[config.mk]
export PLATFORM = sky130hd
export DESIGN_NAME = lcd_bus_sched
export DESIGN_NICKNAME = d
export VERILOG_FILES = /design/src/rtl/lcd_pkg.sv /design/src/rtl/lcd_rr_arb.sv /design/src/rtl/lcd_bus_sched.sv
export SDC_FILE = /design/constraint.sdc
export NUM_CORES = 1
export LEC_CHECK = 0
export CAP_MARGIN = 20
export CORE_MARGIN = 3
export CORE_UTILIZATION = 45
export CTS_BUF_LIST = sky130_fd_sc_hd__clkbuf_8 sky130_fd_sc_hd__clkbuf_16
export CTS_CLUSTER_SIZE = 16
export DETAILED_ROUTE_END_ITERATION = 10
export PLACE_DENSITY = 0.71
export RECOVER_POWER = 25
export SYNTH_ARGS = -nofsm -noshare
export SYNTH_HDL_FRONTEND = slang
export SYNTH_SLANG_ARGS = --single-unit
[constraint.sdc]
create_clock -name clk -period 3.66 [get_ports clk]
set_input_delay 0.732 -clock clk [delete_from_list [all_inputs] [get_ports clk]]
set_output_delay 0.732 -clock clk [all_outputs]
set_load 0.005 [all_outputs]
[src/rtl/lcd_pkg.sv]
// ---------------------------------------------------------------------------
// lcd_pkg
// Shared types and constants for the HD44780-style LCD bus scheduler.
//   lcd_state_e : sequencer states
//   lcd_xfer_t  : one bus transfer {rs, data}
//   LCD_*       : command byte constants
//   lcd_max     : integer max, used to size the shared down-counter
//   lcd_is_long : selects the long post-strobe wait (clear / home commands)
// Optional feature macro: LCD_INIT_SEQ_EN adds the ST_INIT state and the
// power-up init ROM.
// ---------------------------------------------------------------------------
package lcd_pkg;

    typedef enum logic [2:0] {
        ST_PWRUP = 3'd0,
        ST_IDLE  = 3'd1,
        ST_SETUP = 3'd2,
        ST_PULSE = 3'd3,
        ST_HOLD  = 3'd4,
        ST_WAIT  = 3'd5
`ifdef LCD_INIT_SEQ_EN
        , ST_INIT = 3'd6
`endif
    } lcd_state_e;

    typedef struct packed {
        logic       rs;
        logic [7:0] data;
    } lcd_xfer_t;

    localparam logic [7:0] LCD_CLEAR     = 8'h01;
    localparam logic [7:0] LCD_FUNC_8B2L = 8'h38;
    localparam logic [7:0] LCD_DISP_ON   = 8'h0C;
    localparam logic [7:0] LCD_ENTRY_INC = 8'h06;

`ifdef LCD_INIT_SEQ_EN
    localparam int LCD_INIT_LEN = 4;
    localparam logic [7:0] LCD_INIT_ROM [LCD_INIT_LEN] = '{
        LCD_FUNC_8B2L, LCD_DISP_ON, LCD_ENTRY_INC, LCD_CLEAR
    };
`endif

    function automatic int lcd_max(input int a, input int b);
        return (a > b) ? a : b;
    endfunction

    // Clear (0x01) and return-home (0x02/0x03) are the only commands with
    // data[7:2] == 0; they need the long execution wait.
    function automatic logic lcd_is_long(input lcd_xfer_t x);
        return (!x.rs) && (x.data[7:2] == 6'd0);
    endfunction

endpackage

[src/rtl/lcd_rr_arb.sv]
// ---------------------------------------------------------------------------
// lcd_rr_arb
// Two-way round-robin arbiter. Grant is combinational from i_valid and the
// last-grant pointer; the pointer moves only when i_advance is asserted.
// After reset the pointer says "requester 1 was served last", so requester 0
// wins the first tie.
// Ports:
//   i_clk, i_rst_n : clock, asynchronous active-low reset
//   i_valid[1:0]   : request lines
//   i_advance      : the current grant is being consumed this cycle
//   o_grant[1:0]   : one-hot grant (zero when no request)
//   o_id           : index of the granted requester
// ---------------------------------------------------------------------------
module lcd_rr_arb (
    input  logic       i_clk,
    input  logic       i_rst_n,
    input  logic [1:0] i_valid,
    input  logic       i_advance,
    output logic [1:0] o_grant,
    output logic       o_id
);

    logic r_last;

    always_comb begin
        o_id = 1'b0;
        if (i_valid == 2'b11) begin
            o_id = ~r_last;
        end else if (i_valid[1]) begin
            o_id = 1'b1;
        end
        o_grant = (i_valid == 2'b00) ? 2'b00 : (o_id ? 2'b10 : 2'b01);
    end

    always_ff @(posedge i_clk or negedge i_rst_n) begin
        if (!i_rst_n) begin
            r_last <= 1'b1;
        end else if (i_advance && (i_valid != 2'b00)) begin
            r_last <= o_id;
        end
    end

endmodule

[src/rtl/lcd_bus_sched.sv]
// ---------------------------------------------------------------------------
// lcd_bus_sched
// Sequencer plus 2-way round-robin arbiter driving an HD44780-style 8-bit LCD
// write bus. Each accepted {rs, data} transfer produces:
//   SETUP (E_SETUP_CYC, E=0) -> PULSE (E_HIGH_CYC, E=1) -> HOLD (1, E=0)
//   -> WAIT (CLR_WAIT_CYC for clear/home, else CMD_WAIT_CYC) -> IDLE.
// Optional feature macro: LCD_INIT_SEQ_EN. When defined, the block issues
// 0x38, 0x0C, 0x06, 0x01 on its own after power-up before serving requests.
//
// Handshake: reqX_valid/reqX_ready. ready is combinational and high for one
// cycle only in IDLE for the granted requester; data and rs are sampled on
// that cycle only. valid may be withdrawn at any time without acceptance.
//
// Ports:
//   clk, rst                        : clock, asynchronous active-low reset
//   reqX_valid/rs/data/ready (X=0,1): requester interfaces
//   RS, RW, E, D                    : LCD pins (RW tied 0, write-only)
//   busy                            : state != IDLE
//   grant_id                        : requester owning current/last transfer
// ---------------------------------------------------------------------------
module lcd_bus_sched
    import lcd_pkg::*;
#(
    parameter int E_SETUP_CYC    = 2,
    parameter int E_HIGH_CYC     = 12,
    parameter int CMD_WAIT_CYC   = 2000,
    parameter int CLR_WAIT_CYC   = 82000,
    parameter int PWRUP_WAIT_CYC = 750000
) (
    input  logic       clk,
    input  logic       rst,
    input  logic       req0_valid,
    input  logic       req0_rs,
    input  logic [7:0] req0_data,
    output logic       req0_ready,
    input  logic       req1_valid,
    input  logic       req1_rs,
    input  logic [7:0] req1_data,
    output logic       req1_ready,
    output logic       RS,
    output logic       RW,
    output logic       E,
    output logic [7:0] D,
    output logic       busy,
    output logic       grant_id
);

    localparam int MAX_CYC = lcd_max(lcd_max(lcd_max(E_SETUP_CYC, E_HIGH_CYC),
                                             lcd_max(CMD_WAIT_CYC, CLR_WAIT_CYC)),
                                     PWRUP_WAIT_CYC);
    localparam int CW = (MAX_CYC > 1) ? $clog2(MAX_CYC) : 1;

    lcd_state_e  r_state;
    lcd_state_e  w_next;
    logic [CW-1:0] r_cnt;
    logic [CW-1:0] w_cnt_load;
    logic        r_rs;
    logic [7:0]  r_d;
    logic        r_e;
    logic        r_gid;
    logic [1:0]  w_valid;
    logic [1:0]  w_grant;
    logic        w_gid;
    logic        w_accept;
    lcd_xfer_t   w_sel;

`ifdef LCD_INIT_SEQ_EN
    logic [2:0]  r_init_idx;
    logic        w_init_pending;
    assign w_init_pending = (r_init_idx < 3'(LCD_INIT_LEN));
`endif

    assign w_valid = {req1_valid, req0_valid};

    lcd_rr_arb u_arb (
        .i_clk     (clk),
        .i_rst_n   (rst),
        .i_valid   (w_valid),
        .i_advance (w_accept),
        .o_grant   (w_grant),
        .o_id      (w_gid)
    );

    // State register
    always_ff @(posedge clk or negedge rst) begin
        if (!rst) begin
            r_state <= ST_PWRUP;
        end else begin
            r_state <= w_next;
        end
    end

    // Next-state logic; timed states leave when the counter reaches zero
    always_comb begin
        w_next = r_state;
        case (r_state)
            ST_PWRUP: if (r_cnt == '0) begin
`ifdef LCD_INIT_SEQ_EN
                w_next = ST_INIT;
`else
                w_next = ST_IDLE;
`endif
            end
            ST_IDLE:  if (w_valid != 2'b00) w_next = ST_SETUP;
            ST_SETUP: if (r_cnt == '0) w_next = ST_PULSE;
            ST_PULSE: if (r_cnt == '0) w_next = ST_HOLD;
            ST_HOLD:  w_next = ST_WAIT;
            ST_WAIT:  if (r_cnt == '0) begin
`ifdef LCD_INIT_SEQ_EN
                w_next = w_init_pending ? ST_INIT : ST_IDLE;
`else
                w_next = ST_IDLE;
`endif
            end
`ifdef LCD_INIT_SEQ_EN
            ST_INIT:  w_next = ST_SETUP;
`endif
            default:  w_next = ST_PWRUP;
        endcase
    end

    // Outputs decoded from the current state
    always_comb begin
        w_accept   = (r_state == ST_IDLE) && (w_valid != 2'b00);
        req0_ready = w_accept && w_grant[0];
        req1_ready = w_accept && w_grant[1];
        busy       = (r_state != ST_IDLE);
        w_sel      = w_grant[1] ? lcd_xfer_t'({req1_rs, req1_data})
                                : lcd_xfer_t'({req0_rs, req0_data});
    end

    // Duration-1 of the state being entered; HOLD/INIT last one cycle.
    // The WAIT length is decided from the byte already on the bus.
    always_comb begin
        w_cnt_load = '0;
        case (w_next)
            ST_PWRUP: w_cnt_load = CW'(PWRUP_WAIT_CYC - 1);
            ST_SETUP: w_cnt_load = CW'(E_SETUP_CYC - 1);
            ST_PULSE: w_cnt_load = CW'(E_HIGH_CYC - 1);
            ST_WAIT:  w_cnt_load = lcd_is_long(lcd_xfer_t'({r_rs, r_d}))
                                   ? CW'(CLR_WAIT_CYC - 1) : CW'(CMD_WAIT_CYC - 1);
            default:  w_cnt_load = '0;
        endcase
    end

    // Single shared down-counter, reloaded on every state change
    always_ff @(posedge clk or negedge rst) begin
        if (!rst) begin
            r_cnt <= CW'(PWRUP_WAIT_CYC - 1);
        end else if (w_next != r_state) begin
            r_cnt <= w_cnt_load;
        end else if (r_cnt != '0) begin
            r_cnt <= r_cnt - 1'b1;
        end
    end

    // Bus registers. E is registered from the next state so the pin is a
    // clean flop output; the async reset drops it immediately.
    always_ff @(posedge clk or negedge rst) begin
        if (!rst) begin
            r_rs  <= 1'b0;
            r_d   <= 8'h00;
            r_e   <= 1'b0;
            r_gid <= 1'b0;
        end else begin
            r_e <= (w_next == ST_PULSE);
            if (w_accept) begin
                r_rs  <= w_sel.rs;
                r_d   <= w_sel.data;
                r_gid <= w_gid;
            end
`ifdef LCD_INIT_SEQ_EN
            if (r_state == ST_INIT) begin
                r_rs <= 1'b0;
                r_d  <= LCD_INIT_ROM[r_init_idx[1:0]];
            end
`endif
        end
    end

`ifdef LCD_INIT_SEQ_EN
    always_ff @(posedge clk or negedge rst) begin
        if (!rst) begin
            r_init_idx <= 3'd0;
        end else if (r_state == ST_INIT) begin
            r_init_idx <= r_init_idx + 3'd1;
        end
    end
`endif

    assign RS       = r_rs;
    assign RW       = 1'b0;
    assign E        = r_e;
    assign D        = r_d;
    assign grant_id = r_gid;

endmodule

==> summary.md <==
| Metric | Value |
|---|---|
| CP max FO | 10 |
| Largest net degree at the start of global routing | 36 |
| Share of cells above drive strength 1 | 11.79% |
| Top cells by count, synth | o21ai_0 (26), dfrtp_1 (21), nor2_1 (20), nand2_1 (19), dfstp_2 (14) |
| Port Buffers | 35 |
| Cell area after synthesis | 1948 um2 |
| Synth area leaders | dfrtp_1 (27%), dfstp_2 (19%), o21ai_0 (6.7%) |
| Via density | 5.659 |
| Leading area contributor after synthesis | dfrtp_1 |
| Syn Area/Cell | 9.321 um2 |
| # IOs | 37 |
| Placed wire-length estimate | 3256 um |
| Critical Path Sink Type | primary output |
| Hold_ws | 0.4904 ns |
| Most common cell in the netlist | o21ai_0 |
| DRC | 0 |
| Final ANT Viol Nets | 0 |
| Startpoint Class | input pin |
| Initial antenna violation count | 0 |
| GRT Total Usage | 18.98% |
| Top cell type's share of synthesized area | 26.97% |
| Routed WL per cell | 15.03 um |
| Distinct cell type count of the synthesized netlist | 41 |
| Post-Route WL | 4449 um |
| WS Path Type | in2out |
| DP Area | 2341 um2 |
| Post CTS Setup Buffer Count | 0 |
| Area of the core | 4086 um2 |
| Vias in the first global route | 1628 |
| Hold Path Class | reg2reg |
| CTS tree | built |
| Main synth FF type | dfrtp_1 |
| Worst Tran Pin Value | 1.776 ns |
| RSZ-0062 raised after global routing | no |
| 1st-pass router iterations | 4 |
| Fmax | 0.3392 GHz |
| Final instance area | 2417 um2 |
| Worst-path clk slew | 0.07 ns |
| Post-Syn Instances | 209 |
| Initial Utilization | 47.67% |
| Total power | 1.647 mW |
| Tmin final | 2.948 ns |
| Syn nets | 232 |
| Initial DRC Count | 95 |
| Clock skew | 0.01264 ns |
| Chip Width | 71.80 um |
| Die Y | 71.80 um |
| CTS H-tree depth | 2 |
| Final Setup Violations | 0 |
| Number of synthesized flops with an enable pin | 0 |
| Final Hold Vio Count | 0 |
| Site Rows | 23 |
| VDD IR max | 311.9 uV |
| Worst-skew pair later-pin latency | 0.29 ns |
| Crit path DAT | 2.22 ns |
| Layout Cells excl Fill | 296 |
| Fin crit share | 80.56% |
| Yosys warnings | 0 |
| CTS Buf Count | 5 |
| Area delta synth->final | 24.08% |
| First-pass GRT wire length | 7610 um |
| Number of placed instances, taps included | 288 |
| Slew margin rel. | -18.40% |
| Leakage power | 0.9868 nW |
| CTS Hold Bufs | 0 |
| Failing checks | capacitance limit, slew limit |
| Synthesized flop and latch total | 35 |
| Status | finished with violations |
| GRT overflow | 0 |
| Gp weighted congestion | 0.8505 |
| Die footprint | 5155 um2 |
| Setup_tns | 0 ns |
| Power per cell area | 681.3 nW/um2 |
| CTS root buffer | clkbuf_8 |
| Clock sink count | 35 |
| Final net count | 268 |
| Ys async rst share | 100.0% |
| N_diodes | 0 |
| Clock tree buffer depth | 2 |
| Maximum Capacitance Violations | 1 |
| CTS resizes | 0 |
| Max-slew violation count | 36 |
| Required @ worst endpoint | 2.93 ns |
| Vias | 1675 |
| Post-synthesis sequential area ratio | 45.86% |
## where the power goes
part           switching (mW)  total (mW)  leakage (nW)  internal [mW]
Clock                   0.128       0.255        0.0519          0.127
Combinational           0.272       0.616         0.520          0.344
Sequential              0.165       0.776         0.415          0.611
Total                   0.565        1.65         0.987           1.08
## worst paths after layout
kind	from	end	slack, ns	cells past startpoint
worst min register to register	D[0]	D[0]	0.49	2
worst max-delay path	req1_valid	req0_ready	0.71	5
worst min-delay path	D[0]	D[0]	0.49	2
min in group asynchronous	rst	r_cnt[18]	1.46	2
max in group asynchronous	rst	D[4]	1.18	2
worst max register to register	r_cnt[9]	r_cnt[9]	1.09	5
## placed cells by master (no fill, tap or decap), types with 3 or more instances in the layout
| cell type | n |
|---|---|
| nand3_1 | 5 |
| nor4_1 | 5 |
| buf_4 | 3 |
| nand4_1 | 3 |
| nor3_1 | 6 |
| xnor2_1 | 13 |
| clkbuf_8 | 5 |
| dfstp_2 | 14 |
| or3_1 | 7 |
| a211oi_1 | 3 |
| nor2_1 | 20 |
| nand2b_1 | 4 |
| inv_1 | 7 |
| xor2_1 | 4 |
| a21oi_1 | 7 |
| mux2i_1 | 11 |
| nand2_1 | 19 |
| o21ai_0 | 25 |
| dfrtp_1 | 21 |
| or4_1 | 4 |
| nor2b_1 | 3 |
| clkdlybuf4s50_1 | 34 |
## sequential cells by signal (all words and copies together), names as in the netlist
| register | count |
|---|---|
| r_cnt | 20 |
| D | 8 |
| r_state | 3 |
| E | 1 |
| RS | 1 |
| grant_id | 1 |
| u_arb.r_last | 1 |
## per-stage QoR
step                utilization, %  setup slack (ns)
floorplan                        -             1.362
global placement             57.29            0.7468
detailed placement           57.29            0.7039
global route                 59.15            0.6108
finish                       59.15            0.7115
CTS                          59.25            0.7007
## cell type report
class | count | area [um2]
Fill cell | 370 | 1669
Inverter | 4 | 15.01
Clock inverter | 3 | 11.26
Multi-Input combinational cell | 160 | 989.7
Timing Repair Buffer | 39 | 376.6
Clock buffer | 5 | 68.82
Tap cell | 50 | 62.56
Sequential cell | 35 | 893.4
## layer usage
metal | up-vias | wire, um | share of wire (%) | track usage (%)
li1 | 820 | - | - | -
met1 | 800 | 2089 | 47 | 26.26
met2 | 48 | 1994 | 45 | 27.76
met3 | 7 | 301 | 6.8 | 6.171
met4 | 0 | 65 | 1.5 | 7.098
met5 | - | 0 | 0 | 0
## critical path, cell delays in order
cell and delay (ns):
clkdlybuf4s50_1 0.53, a21boi_1 0.22, buf_4 0.23, nor2_1 0.06, clkdlybuf4s50_1 0.45
## kinds of logic (layout without fill, tap and decap cells)
kind of cell	count (synthesis)	after routing	synth area share, %
DFF	35	35	45.86
buffers and inverters	14	51	3.339
and+or+nand+nor	83	83	21.97
xor gates and xnor gates	17	17	7.643
adders and majority gates	1	1	0.6422
AOI/OAI and AO/OA	46	46	13.94
other	1	1	0.1925
muxes	12	12	6.423
(Power assumes the default switching activity.)
